**src/rtl/md_hazard_if.sv**
```systemverilog
// md_hazard_if: bus between the pipeline and the hazard/mult-div controller
//   req                  exception/interrupt flush request
//   e_md_start/e_md_div  E-stage mult/div start and div select
//   d_md_use             D-stage instruction touches the mult/div unit or HI/LO
//   d_rs/d_rt            D-stage source indices
//   d_rs_tuse/d_rt_tuse  source Tuse, 3 = not read
//   e_wa/e_tnew          E-stage destination and Tnew
//   m_wa/m_tnew          M-stage destination and Tnew
//   halt                 stall F/D, bubble D/E
//   md_busy/md_count     mult/div unit occupancy
//   md_done              one-cycle completion pulse
interface md_hazard_if;
    logic       req;
    logic       e_md_start;
    logic       e_md_div;
    logic       d_md_use;
    logic [4:0] d_rs;
    logic [4:0] d_rt;
    logic [1:0] d_rs_tuse;
    logic [1:0] d_rt_tuse;
    logic [4:0] e_wa;
    logic [1:0] e_tnew;
    logic [4:0] m_wa;
    logic [1:0] m_tnew;
    logic       halt;
    logic       md_busy;
    logic [3:0] md_count;
    logic       md_done;
    modport master (
        output req, e_md_start, e_md_div, d_md_use, d_rs, d_rt, d_rs_tuse, d_rt_tuse,
               e_wa, e_tnew, m_wa, m_tnew,
        input  halt, md_busy, md_count, md_done
    );
    modport slave (
        input  req, e_md_start, e_md_div, d_md_use, d_rs, d_rt, d_rs_tuse, d_rt_tuse,
               e_wa, e_tnew, m_wa, m_tnew,
        output halt, md_busy, md_count, md_done
    );
endinterface

```
**src/rtl/md_hazard_ctrl.sv**
```systemverilog
// md_hazard_ctrl: D-stage stall generation and shared mult/div busy counter
//   clk    clock, all state on posedge
//   reset  synchronous active-high reset
//   bus    md_hazard_if.slave: hazard inputs in, halt/md_busy/md_count/md_done out
module md_hazard_ctrl #(
    parameter int MULT_CYCLES = 5,
    parameter int DIV_CYCLES  = 10
) (
    input logic        clk,
    input logic        reset,
    md_hazard_if.slave bus
);
    localparam logic [3:0] MULT_LD = 4'(MULT_CYCLES);
    localparam logic [3:0] DIV_LD  = 4'(DIV_CYCLES);
    logic [3:0] count;
    logic       done;
    logic       stall_rs;
    logic       stall_rt;
    logic       stall_md;
    // A running operation always completes; req only blocks a new start.
    always_ff @(posedge clk) begin
        if (reset) begin
            count <= '0;
            done  <= 1'b0;
        end else begin
            done  <= count == 4'd1;
            count <= count != 4'd0 ? count - 4'd1 :
                     (bus.e_md_start & ~bus.req) ? (bus.e_md_div ? DIV_LD : MULT_LD) : count;
        end
    end
    // Tuse of 3 can never be exceeded by a 2-bit Tnew, so unread operands never stall.
    always_comb begin
        stall_rs = (bus.d_rs != 5'd0) &
                   ((bus.d_rs == bus.e_wa & bus.e_tnew > bus.d_rs_tuse) |
                    (bus.d_rs == bus.m_wa & bus.m_tnew > bus.d_rs_tuse));
        stall_rt = (bus.d_rt != 5'd0) &
                   ((bus.d_rt == bus.e_wa & bus.e_tnew > bus.d_rt_tuse) |
                    (bus.d_rt == bus.m_wa & bus.m_tnew > bus.d_rt_tuse));
        stall_md = bus.d_md_use & ((count != 4'd0) | bus.e_md_start);
    end
    assign bus.halt     = ~reset & ~bus.req & (stall_rs | stall_rt | stall_md);
    assign bus.md_busy  = count != 4'd0;
    assign bus.md_count = count;
    assign bus.md_done  = done;
endmodule

```
**src/flat_wrapper.sv**
```systemverilog
// flat-port wrapper written by rule: the top's interface ports become plain ports
module md_hazard_ctrl_flat 
#(
    parameter int MULT_CYCLES = 5,
    parameter int DIV_CYCLES  = 10
)
  (clk, reset, bus_req, bus_e_md_start, bus_e_md_div, bus_d_md_use, bus_d_rs, bus_d_rt, bus_d_rs_tuse, bus_d_rt_tuse, bus_e_wa, bus_e_tnew, bus_m_wa, bus_m_tnew, bus_halt, bus_md_busy, bus_md_count, bus_md_done);
  md_hazard_if bus_i ();
  input logic clk;
  input logic reset;
  input wire logic [$bits(bus_i.req)-1:0] bus_req;
  input wire logic [$bits(bus_i.e_md_start)-1:0] bus_e_md_start;
  input wire logic [$bits(bus_i.e_md_div)-1:0] bus_e_md_div;
  input wire logic [$bits(bus_i.d_md_use)-1:0] bus_d_md_use;
  input wire logic [$bits(bus_i.d_rs)-1:0] bus_d_rs;
  input wire logic [$bits(bus_i.d_rt)-1:0] bus_d_rt;
  input wire logic [$bits(bus_i.d_rs_tuse)-1:0] bus_d_rs_tuse;
  input wire logic [$bits(bus_i.d_rt_tuse)-1:0] bus_d_rt_tuse;
  input wire logic [$bits(bus_i.e_wa)-1:0] bus_e_wa;
  input wire logic [$bits(bus_i.e_tnew)-1:0] bus_e_tnew;
  input wire logic [$bits(bus_i.m_wa)-1:0] bus_m_wa;
  input wire logic [$bits(bus_i.m_tnew)-1:0] bus_m_tnew;
  output wire logic [$bits(bus_i.halt)-1:0] bus_halt;
  output wire logic [$bits(bus_i.md_busy)-1:0] bus_md_busy;
  output wire logic [$bits(bus_i.md_count)-1:0] bus_md_count;
  output wire logic [$bits(bus_i.md_done)-1:0] bus_md_done;
  assign bus_i.req = bus_req;
  assign bus_i.e_md_start = bus_e_md_start;
  assign bus_i.e_md_div = bus_e_md_div;
  assign bus_i.d_md_use = bus_d_md_use;
  assign bus_i.d_rs = bus_d_rs;
  assign bus_i.d_rt = bus_d_rt;
  assign bus_i.d_rs_tuse = bus_d_rs_tuse;
  assign bus_i.d_rt_tuse = bus_d_rt_tuse;
  assign bus_i.e_wa = bus_e_wa;
  assign bus_i.e_tnew = bus_e_tnew;
  assign bus_i.m_wa = bus_m_wa;
  assign bus_i.m_tnew = bus_m_tnew;
  assign bus_halt = bus_i.halt;
  assign bus_md_busy = bus_i.md_busy;
  assign bus_md_count = bus_i.md_count;
  assign bus_md_done = bus_i.md_done;
  md_hazard_ctrl #(.MULT_CYCLES(MULT_CYCLES), .DIV_CYCLES(DIV_CYCLES)) u_core (.clk(clk), .reset(reset), .bus(bus_i));
endmodule
```
**config.mk**
```make
export PLATFORM = sky130hd
export DESIGN_NAME = md_hazard_ctrl_flat
export DESIGN_NICKNAME = d
export VERILOG_FILES = /design/src/rtl/md_hazard_if.sv /design/src/rtl/md_hazard_ctrl.sv /design/src/flat_wrapper.sv
export SDC_FILE = /design/constraint.sdc
export NUM_CORES = 1
export LEC_CHECK = 0
export CAP_MARGIN = 10
export CORE_ASPECT_RATIO = 0.5
export CORE_MARGIN = 2
export CORE_UTILIZATION = 25
export CTS_CLUSTER_DIAMETER = 60
export DETAILED_ROUTE_END_ITERATION = 12
export GPL_ROUTABILITY_DRIVEN = 0
export GPL_TIMING_DRIVEN = 0
export RECOVER_POWER = 25
export SETUP_SLACK_MARGIN = 0.2
export SYNTH_ARGS = -nofsm -noshare
export SYNTH_HDL_FRONTEND = slang
export SYNTH_SLANG_ARGS = --single-unit
```
**constraint.sdc**
```tcl
create_clock -name clk -period 2.2 [get_ports clk]
set_clock_uncertainty 0.15 [all_clocks]
set_input_delay 0.55 -clock clk [delete_from_list [all_inputs] [get_ports clk]]
set_output_delay 0.55 -clock clk [all_outputs]
set_load 0.03 [all_outputs]
```
[Yosys cells after proc, flatten, opt, wreduce, memory -nomap -nowiden]
Index checks and enable logic that the tools add are counted.
Widths: inputs -> output; s select.
Storage, ports and cells
  bits in latches: 0
  output and inout port bits: 7
  input port bits: 34
  bits in registers: 5
  memories kept: 0
  memory bits (read-only): 0
  word-level logic and storage cells: 36
  RAM bits: 0
Operators by class
  $mul: 0
  bitwise gates (word level): 17
  eq/ne operators: 5
  add/subtract/negate cells: 1
  reduce and logical (&&, ||, !) cells: 4
  $lt $le $gt $ge: 4
  multiplexer cells: 3
  shift-type cells: 0
  div/mod/pow operators: 0
Operators with widths (count)
  $eq 5x5->1: 4
  $mux 4: 3
  $and 1x1->1: 10
  $reduce_bool 5->1: 2
  $gt 2x2->1: 4
  $or 1x1->1: 5
  $eq 4x1->1 const B: 1
  $reduce_bool 4->1: 1
  $sub 4x1->4 const B: 1
  $not 1->1: 2
  $reduce_bool 2->1: 1

[Logic depth before layout (Yosys ltp)]
  depth in word-level cells: 7
  depth in mapped cells: 7
  mapped depth without buffers: 7

[Least setup slack after synthesis]
Ideal clock, no wire load.
  kind: input to output
  from: input port bus_d_rs_tuse[1]
  to: output port bus_halt
  required time: 1500 ps
  stages: 5
  path buffers: 0
  setup slack: -165 ps
  data arrival time: 1665 ps
  cell sequence: inv_1 > ha_1 > a2111oi_2 > a21oi_1 > o211ai_2
On the way
  longest elaborated chain between the ends: 7
  elaborated cells between the ends (all ways): 9
  those cells by class: order compare: 2; bitwise: 7
RTL lines
  from (decl): line flat_wrapper.sv:17  | input wire logic [$bits(bus_i.d_rs_tuse)-1:0] bus_d_rs_tuse;
  $gt 2x2->1, on equally long branches: line md_hazard_ctrl.sv:34, md_hazard_ctrl.sv:35
  $and 1x1->1, on equally long branches: line md_hazard_ctrl.sv:34, md_hazard_ctrl.sv:35
  $or 1x1->1 (*): line md_hazard_ctrl.sv:34  | ((bus.d_rs == bus.e_wa & bus.e_tnew > bus.d_rs_tuse) |
  $and 1x1->1 (*): line md_hazard_ctrl.sv:33  | stall_rs = (bus.d_rs != 5'd0) &
  $or 1x1->1 (*) (2 in series): line md_hazard_ctrl.sv:41  | assign bus.halt = ~reset & ~bus.req & (stall_rs | stall_rt | stall_md);
  $and 1x1->1 (*): line md_hazard_ctrl.sv:41
  to (decl): line flat_wrapper.sv:23  | output wire logic [$bits(bus_i.halt)-1:0] bus_halt;
Every way passes the cells marked *; elsewhere a longest branch is shown, timed or not.

[Final worst setup path]
  from: input port bus_d_rs[2]
  to: output port bus_halt
On the way
  longest elaborated chain between the ends: 7
  elaborated cells between the ends (all ways): 10
  those cells by class: eq/ne: 2; bitwise: 7; reduce/logical: 1
RTL lines
  from (decl): line flat_wrapper.sv:15  | input wire logic [$bits(bus_i.d_rs)-1:0] bus_d_rs;
  $eq 5x5->1, on equally long branches: line md_hazard_ctrl.sv:34, md_hazard_ctrl.sv:35
  $and 1x1->1, on equally long branches: line md_hazard_ctrl.sv:34, md_hazard_ctrl.sv:35
  $or 1x1->1: line md_hazard_ctrl.sv:34
  $and 1x1->1 (*): line md_hazard_ctrl.sv:33
  $or 1x1->1 (*) (2 in series): line md_hazard_ctrl.sv:41
  $and 1x1->1 (*): line md_hazard_ctrl.sv:41
Marks and branches as above.

==> metrics.json <==
{
  "power_and_ir_drop": {
    "cellPowerDensity_nw_per_um2": 663,
    "fin_total_pwr_w": 0.000945,
    "vdd_ir_drop_max_uv": 725,
    "internal_power_w": 0.000532,
    "p_leak_nw": 0.555,
    "share_comb_of_total_power": 0.633,
    "netSwitchingFraction": 0.437,
    "power_frac_seq": 0.185,
    "total_switching_power_w": 0.000413,
    "part_of_the_total_power_dissipated_in_the_clock_network": 0.182
  },
  "drt": {
    "vias_per_cell": 4.71,
    "drt_first_pass_iters": 4,
    "drcViolationCount": 0,
    "met1Wirelength_microns": 904,
    "wl_per_cell_microns": 12.6,
    "via_count": 810,
    "drt-initial-drc-count": 20,
    "top_signal_layer_used": "met4",
    "ant_nets": 0,
    "met3WireLength_microns": 98,
    "detail_route.wirelength_microns": 2170,
    "dr_wl_met2_microns": 1140
  },
  "place": {
    "dp.final_hpwl_microns": 1810,
    "dp_worst_setup_slack_ns": -1.37,
    "placement.cell_area_sq_um": 1210,
    "numPortBuffers": 40
  },
  "finish": {
    "nNetsFinal": 181,
    "insertedDiodeCount": 0,
    "layout-drive-gt1-share": 0.452,
    "footprint_of_the_multi_input_gates_sq_um": 797,
    "final.fill_count": 256,
    "syn2layout_area_growth_pct": 97.6,
    "final_cell_area_sq_um": 1420,
    "seqCellArea_sq_um": 101
  },
  "global_routing": {
    "grt_max_degree": 7,
    "gr-total-overflow": 0,
    "grtUsageTotal": 0.138,
    "first_global_vias": 836,
    "grt_first_pass_wirelength_microns": 3590,
    "antenna_violations_before_repair": 0
  },
  "clock_network": {
    "worstSkewPairLatency_ns": 0.22,
    "path_clk_slew_ns": 0.04,
    "clock_sinks": 5,
    "cts_root_buf": "sky130_fd_sc_hd__clkbuf_8",
    "numCtsBuffers": 3,
    "clock_tree_from_tritoncts": "done",
    "cts.htree.levels": 1,
    "max-clock-path-buffers": 2
  },
  "worst_setup_path": {
    "worst_setup_path_start_kind": "input pin",
    "timing.critical_path.required_ns": 1.50,
    "endpoint_kind": "primary output",
    "worst_case_reg_to_reg_path_depth": 5,
    "r2r-start": "u_core.bus.md_count[0]",
    "setup_slack_of_the_most_critical_reg_to_reg_path_ns": 0.84,
    "crit_chain": "dlygate4sd2_1 > or4_4 > o21ai_2 > o211ai_2 > buf_6",
    "worstSetupPathType": "in2out",
    "cp_peak_stage_delay_ns": 0.49,
    "crit-reg2reg-capture": "u_core.bus.md_count[3]",
    "worst-endpoint-arrival_ns": 1.71,
    "critical_path.slowest_cell": "sky130_fd_sc_hd__or4_4",
    "largest_driver_fanout_on_the_critical_path": 3
  },
  "timing": {
    "worst_slew_pin_slew_ns": 0.370,
    "final_report_max_slew_violation_count": 0,
    "setup-violations-final": 1,
    "max_freq_mhz": 415,
    "grt_setup_unrepaired": "yes",
    "final-hold-violation-count": 0,
    "timing.final.crit_share": 1.10,
    "worst_slew_margin_relative_to_its_limit": 0.754,
    "timing.hold.ws_ns": 0.349,
    "fin_setup_tns_ns": -0.211,
    "timing.final.crit_period_ns": 2.41,
    "setup_slack_ns": -0.211
  },
  "logic_synthesis": {
    "ys_warn_count": 0,
    "synthesis.area_per_instance_sq_um": 8.10,
    "postSynth.asyncResetShare": 0,
    "number_of_enable_type_register_cells_in_the_synthesized_netlist": 0,
    "share_of_the_yosys_chip_area_belonging_to_registers": 0.139,
    "synth.ff_latch_count": 5,
    "synth_cell_type_count": 24,
    "syn_inst": 89,
    "mappedNetlistNets": 134,
    "postSynth.topFlopCell": "sky130_fd_sc_hd__dfxtp_1",
    "post_synthesis_instance_area_sq_um": 721
  },
  "floorplanning": {
    "initial_core_util": 0.270,
    "floorplan.core_area_sq_um": 2670,
    "boundary_pins": 41,
    "chipHeight_microns": 42.0,
    "floorplan.die_area_sq_um": 3350,
    "dieWidth_microns": 79.9,
    "rows": 13
  },
  "hold_path": {
    "hp-start": "u_core.bus.md_count[3]",
    "min_to": "u_core.bus.md_done",
    "timing.hold.worst.class": "reg2reg",
    "worst_hold_path.num_cells": 1
  },
  "status": {
    "run_status": "complete, but fails checks",
    "violations": "setup timing"
  },
  "job": {
    "timing.max_cap.violations": 0
  }
}
-- power groups by stage --
stage                     clock network (W)  registers, W  logic [W]
after floorplan                           0      0.000232   0.000251
after global placement                    0      0.000174   0.000525
after detailed placement                  0      0.000173   0.000535
final                              0.000172      0.000174   0.000598
after CTS                          0.000175      0.000173   0.000546
after global routing               0.000180      0.000180   0.000662
-- cells in the mapped netlist, types with 2 or more instances --
cell type                  instances  area share
sky130_fd_sc_hd__nand2_1           5       0.026
sky130_fd_sc_hd__a211oi_1          3       0.031
sky130_fd_sc_hd__o211ai_1          2       0.021
sky130_fd_sc_hd__nor4_1            3       0.026
sky130_fd_sc_hd__nor2_1            5       0.026
sky130_fd_sc_hd__nor3_1            3       0.021
sky130_fd_sc_hd__ha_1             11        0.19
sky130_fd_sc_hd__dfxtp_1           5        0.14
sky130_fd_sc_hd__xnor2_1          10        0.12
sky130_fd_sc_hd__xor2_1           11        0.13
sky130_fd_sc_hd__nand4_1           3       0.026
sky130_fd_sc_hd__inv_1             9       0.047
sky130_fd_sc_hd__a21oi_1           8       0.056
-- per-stage QoR --
step,util,cells
after floorplan,-,89
after global routing,0.534,172
final,0.534,172
after global placement,0.453,166
after detailed placement,0.453,166
after CTS,0.520,170
-- critical path, delay by kind of cell --
family | cells | cell delay (ns)
AOI/OAI and AO/OA | 2 | 0.24
buffers and inverters | 2 | 0.43
and+or+nand+nor | 1 | 0.49
-- area by class of cell --
class,count,share of cell area
Multi-Input combinational cell,74,0.560
Timing Repair Buffer,42,0.268
Sequential cell,5,0.0712
Inverter,10,0.0369
Tap cell,37,0.0325
Clock buffer,4,0.0316
-- layer usage --
| metal | global-route usage | vias up |
|---|---|---|
| met3 | 0.0326 | 4 |
| met1 | 0.157 | 375 |
| met4 | 0.0407 | 0 |
| met2 | 0.257 | 18 |
| li1 | - | 413 |
| met5 | 0 | - |
-- how the worst max path moves through the flow --
stage,start,endpoint,slack (ns),cells after the start
floorplan,bus_d_rs_tuse[1],bus_halt,-0.11,6
global placement,bus_d_rs_tuse[1],bus_halt,-1.35,9
detailed placement,bus_d_rs_tuse[1],bus_halt,-1.37,9
CTS,bus_d_rs_tuse[1],bus_halt,-0.23,9
global route,bus_m_wa[2],bus_halt,-0.29,7
finish,bus_d_rs[2],bus_halt,-0.21,5
-- registers in the layout (all words and copies together), names as in the netlist --
signal,cells
u_core.bus.md_done,1
u_core.bus.md_count,4
-- placed cells by master (no fill, tap or decap), types with 4 or more instances in the layout --
cell	instances
sky130_fd_sc_hd__dlygate4sd2_1	13
sky130_fd_sc_hd__xor2_1	10
sky130_fd_sc_hd__ha_4	9
sky130_fd_sc_hd__clkdlybuf4s15_2	7
sky130_fd_sc_hd__xnor2_1	6
sky130_fd_sc_hd__clkdlybuf4s50_1	6
sky130_fd_sc_hd__inv_2	5
sky130_fd_sc_hd__nor2_1	4
sky130_fd_sc_hd__xnor2_2	4
sky130_fd_sc_hd__a21oi_1	4
sky130_fd_sc_hd__buf_2	4
sky130_fd_sc_hd__buf_6	4
sky130_fd_sc_hd__dfxtp_1	4
-- logic make-up (layout without fill, tap and decap cells) --
logic type      Yosys count  after routing  synth area share
simple gates             24             24             0.179
xor+xnor                 21             21             0.255
compound gates           18             18             0.184
fa+ha+maj                11             11             0.191
buf+inv                  10             56            0.0521
flops                     5              5             0.139
-- what timing repair did --
item                                    4_1_cts  5_1_grt
pin swaps                                    25        3
gates resized for setup                     118       10
hold buffers                                  0        0
setup buffers                                 0        2
endpoints found under the setup margin        5        2
No activity file was read; power rests on OpenSTA's default activity.
